[src/rtl/shift_ser_ctrl.sv]
// Controller and deserialiser for a daisy chain of 74LV165-style PISO shift registers.
// Loads the chain, clocks it with a divided serclk and assembles the word MSB first.
module shift_ser_ctrl #(
  parameter int unsigned WIDTH      = 8,
  parameter int unsigned DIV        = 1,
  parameter bit          CONTINUOUS = 1'b0
) (
  input  logic             clk,
  input  logic             reset,
  input  logic             i_start,
  input  logic             i_ser,
  output logic             o_shld,
  output logic             o_serclk,
  output logic             o_busy,
  output logic [WIDTH-1:0] o_data,
  output logic             o_valid
);

  localparam int unsigned PW = $clog2(DIV + 1);
  localparam int unsigned BW = $clog2(WIDTH + 1);

  typedef enum logic [2:0] {
    S_IDLE  = 3'd0,
    S_LOAD  = 3'd1,
    S_SETUP = 3'd2,
    S_LOW   = 3'd3,
    S_HIGH  = 3'd4,
    S_DONE  = 3'd5
  } state_t;

  state_t           state;
  state_t           state_nxt;
  logic [PW-1:0]    phase;
  logic [BW-1:0]    bit_cnt;
  logic [WIDTH-1:0] sreg;

  logic phase_last;
  logic bit_last;
  logic timed_state;
  logic shld_nxt;
  logic serclk_nxt;
  logic busy_nxt;
  logic valid_nxt;

  assign phase_last  = (phase == PW'(DIV - 1));
  assign bit_last    = (bit_cnt == BW'(WIDTH - 1));
  assign timed_state = (state == S_LOAD) || (state == S_SETUP) ||
                       (state == S_LOW)  || (state == S_HIGH);

  // State, counters, shift register and registered outputs
  always_ff @(posedge clk) begin
    if (reset) begin
      state    <= S_IDLE;
      phase    <= '0;
      bit_cnt  <= '0;
      sreg     <= '0;
      o_shld   <= 1'b1;
      o_serclk <= 1'b1;
      o_busy   <= 1'b0;
      o_valid  <= 1'b0;
      o_data   <= '0;
    end else begin
      state <= state_nxt;

      if (timed_state && !phase_last) phase <= phase + PW'(1);
      else                            phase <= '0;

      if (state == S_LOAD)                    bit_cnt <= '0;
      else if (state == S_HIGH && phase_last) bit_cnt <= bit_cnt + BW'(1);

      // Sample at the end of the low phase, just before the chain's rising edge
      if (state == S_LOW && phase_last) sreg <= WIDTH'({sreg, i_ser});

      o_shld   <= shld_nxt;
      o_serclk <= serclk_nxt;
      o_busy   <= busy_nxt;
      o_valid  <= valid_nxt;
      if (valid_nxt) o_data <= sreg;
    end
  end

  // Next-state logic
  always_comb begin
    state_nxt = state;
    case (state)
      S_IDLE:  if (i_start || CONTINUOUS) state_nxt = S_LOAD;
      S_LOAD:  if (phase_last) state_nxt = S_SETUP;
      S_SETUP: if (phase_last) state_nxt = S_LOW;
      S_LOW:   if (phase_last) state_nxt = S_HIGH;
      S_HIGH:  if (phase_last) state_nxt = bit_last ? S_DONE : S_LOW;
      S_DONE:  state_nxt = CONTINUOUS ? S_LOAD : S_IDLE;
      default: state_nxt = S_IDLE;
    endcase
  end

  // Output decode from the upcoming state so the flops track the state register
  always_comb begin
    shld_nxt   = 1'b1;
    serclk_nxt = 1'b1;
    busy_nxt   = 1'b0;
    valid_nxt  = 1'b0;
    if (state_nxt == S_LOAD) shld_nxt   = 1'b0;
    if (state_nxt == S_LOW)  serclk_nxt = 1'b0;
    if (state_nxt != S_IDLE) busy_nxt   = 1'b1;
    if (state_nxt == S_DONE) valid_nxt  = 1'b1;
  end

endmodule
[config.mk]
export PLATFORM = sky130hd
export DESIGN_NAME = shift_ser_ctrl
export DESIGN_NICKNAME = d
export VERILOG_FILES = /design/src/rtl/shift_ser_ctrl.sv
export SDC_FILE = /design/constraint.sdc
export NUM_CORES = 1
export LEC_CHECK = 0
export ABC_AREA = 1
export CAP_MARGIN = 0
export CORE_MARGIN = 2
export CORE_UTILIZATION = 48
export DETAILED_ROUTE_END_ITERATION = 10
export PLACE_DENSITY = 0.84
export SETUP_SLACK_MARGIN = 0.15
export SYNTH_ARGS = -nofsm -noshare
export SYNTH_HDL_FRONTEND = slang
export SYNTH_SLANG_ARGS = --single-unit
[constraint.sdc]
create_clock -name clk -period 1.2 [get_ports clk]
set_input_delay 0.24 -clock clk [delete_from_list [all_inputs] [get_ports clk]]
set_output_delay 0.24 -clock clk [all_outputs]
set_load 0.02 [all_outputs]
==> summary.md <==
| Metric | Value |
|---|---|
| Period minus WS final | 1.426 ns |
| Final hold violation count | 0 |
| Nets | 218 |
| Final Routed Wirelength | 3904 um |
| Synthesized area per cell | 7.354 sq um |
| Initial antenna violation count | 0 |
| Core Util, Final | 82.78% |
| I/O pins | 16 |
| Number of global-route vias before repair | 1155 |
| WP data required | 1.46 ns |
| Yosys reg bits | 28 |
| Clock skew | 0.003709 ns |
| Vias | 1328 |
| Placed Instances | 224 |
| CP Capture Type | flop |
| Final std cells w/o fill | 242 |
| Gr usage total | 24.26% |
| Cts bufs inserted | 3 |
| Clock root cell | clkbuf_4 |
| CTS tree | built |
| Worst EP arrival | 1.68 ns |
| Post-Syn Area | 1257 sq um |
| Num rows | 18 |
| Slack of the worst reg-to-reg path | -0.23 ns |
| Sequential area share after synthesis | 44.58% |
| GPL Wtd Cong | 0.8372 |
| Maximum fanout along the worst path | 6 |
| Clk sink count | 28 |
| Pre-antenna DRT Iters | 4 |
| Post-place instance area | 1536 sq um |
| Period utilisation layout | 118.9% |
| Final setup vio count | 22 |
| Hold Crit Class | in2reg |
| Clock transition at path regs | 0.15 ns |
| GRT met3 Usage | 3.226% |
| H-tree depth | 1 |
| Final worst setup slack | -0.2263 ns |
| Routed WL per cell | 16.13 um |
| Port bufs | 15 |
| Layout cells sized above 1 | 56.60% |
| Max Slew Vio Count | 0 |
| Kind of critical path | reg2reg |
| DR iter-0 viols | 50 |
| Most frequent cells in the layout | inv_1 (29), nand2_1 (24), buf_6 (19) |
| Maximum vdd drop | 1.564 mV |
| Startpoint Class | flop |
| P&R area growth vs syn | 63.08% |
| RSZ-0062 raised after global routing | yes |
| Failing checks | setup timing |
| DRC errors left | 0 |
| Outcome | complete, but fails checks |
| Vert. Die Dim | 55.19 um |
| Die Wd | 55.19 um |
| Static Leak | 0.0008738 uW |
| Met2 Usage GRT | 44.25% |
| Vias per inst | 5.488 |
| Final instance area | 2051 sq um |
| Detail Route Antenna Nets | 0 |
| Commonest non-fill, non-tap cell in the layout | inv_1 |
| DP HPWL | 1885 um |
| Net Count, Synth | 176 |
| Fmax | 0.7011 GHz |
| CTS Buffer Depth | 2 |
| Cts hold-fix bufs | 0 |
| First-pass GRT wire length | 5147 um |
| Syn Inst Count | 171 |
| Max-capacitance violation count | 0 |
| Largest net degree at the start of global routing | 17 |
| Busiest grt layer | met2 |
| Cell variety after synth | 24 |
| Syn. warnings | 0 |
| M1 GR Usage | 27.26% |
| Die ar. | 3045 sq um |
| Core Footprint | 2477 sq um |
| Worst-Skew Late Latency | 0.34 ns |
| Total grt overflow | 0 |
| Initial Util | 50.76% |
| Setup TNS | -2.738 ns |
| Ant. Diodes | 0 |
| Cell Pwr Density | 1059 nW/um^2 |
==> worst max-delay path, stage by stage, from the launching register on <==
cell and delay [ns]:
dfxtp_4 0.41, inv_4 0.06, nand2_4 0.07, nand2_1 0.07, nand2_1 0.09, nand2_2 0.09
nand2_8 0.12, buf_6 0.12, nand4_1 0.12, nand2_1 0.12, nor2_1 0.05
==> metrics by stage <==
stage | setup slack (ns) | hold slack [ns] | power [uW]
final | -0.2263 | 0.5192 | 2172
after global routing | -0.2945 | 0.5267 | 2235
after CTS | -0.08889 | 0.4841 | 2067
after detailed placement | -0.2648 | 0.4626 | 1321
after global placement | -0.2194 | 0.4390 | 1310
after floorplan | 0.002131 | 0.3124 | 1241
==> worst paths after layout <==
kind | from | to | cells past startpoint
worst max-delay path | phase | o_data[6] | 10
worst min-delay path | i_ser | sreg[0] | 3
worst max register to register | phase | o_data[6] | 10
worst min register to register | o_data[4] | o_data[4] | 4
==> cells by family (layout without fill, tap and decap cells) <==
logic type / after synthesis / after routing / share of synthesized area (%)
AND/OR/NAND/NOR: 75 / 78 / 30.35
buffers and inverters: 43 / 81 / 14.63
flip-flops: 28 / 28 / 44.58
AO/OA/AOI/OAI: 23 / 23 / 9.153
adder cells (fa/ha/maj): 1 / 1 / 0.9949
other: 1 / 1 / 0.2982
==> report_power, final <==
| part | switching [uW] | internal, uW | leakage [uW] | total (uW) |
|---|---|---|---|---|
| logic | 299 | 231 | 0.000611 | 530 |
| clock network | 292 | 338 | 0.0000279 | 630 |
| registers | 44.5 | 967 | 0.000235 | 1010 |
==> per-layer routing <==
| layer | part of all wire [%] | vias to the layer above | wire (um) |
|---|---|---|---|
| met3 | 6.6 | 26 | 258 |
| met2 | 50 | 73 | 1937 |
| met4 | 6.4 | 0 | 248 |
| li1 | - | 610 | - |
| met1 | 37 | 619 | 1460 |
| met5 | 0 | - | 0 |
==> state kept, by name, summed over array words and instances (netlist names), 3 cells and up <==
name and cells:
o_data 8, bit_cnt 4, sreg 8, state 3
==> what timing repair did <==
item / CTS / global route
resized for setup: 121 / 49
endpoints found under the setup margin: 39 / 39
pin swaps: 14 / 14
cloned: 4 / 1
buffers inserted: 7 / 2
==> cells in the mapped netlist, drive strengths merged <==
cell	n	share of area (%)
a21oi	13	5.2
nor2	16	5.6
o21ai	10	4.0
inv	36	11
nand4	9	5.0
conb	1	0.30
clkbuf	2	0.60
nand2	40	14
nand3	8	5.2
or2	1	0.50
dfxtp	28	45
nor3	1	0.40
buf	4	3.0
ha	1	0.99
clkinv	1	0.30
==> area by class of cell <==
type	count	area (sq um)
Multi-Input combinational cell	103	792.0
Clock inverter	1	30.03
Clock buffer	3	22.52
Timing Repair Buffer	40	424.2
Fill cell	129	426.7
Inverter	37	151.4
Tap cell	30	37.54
Sequential cell	28	593.1
No activity file was read; power rests on OpenSTA's default activity.
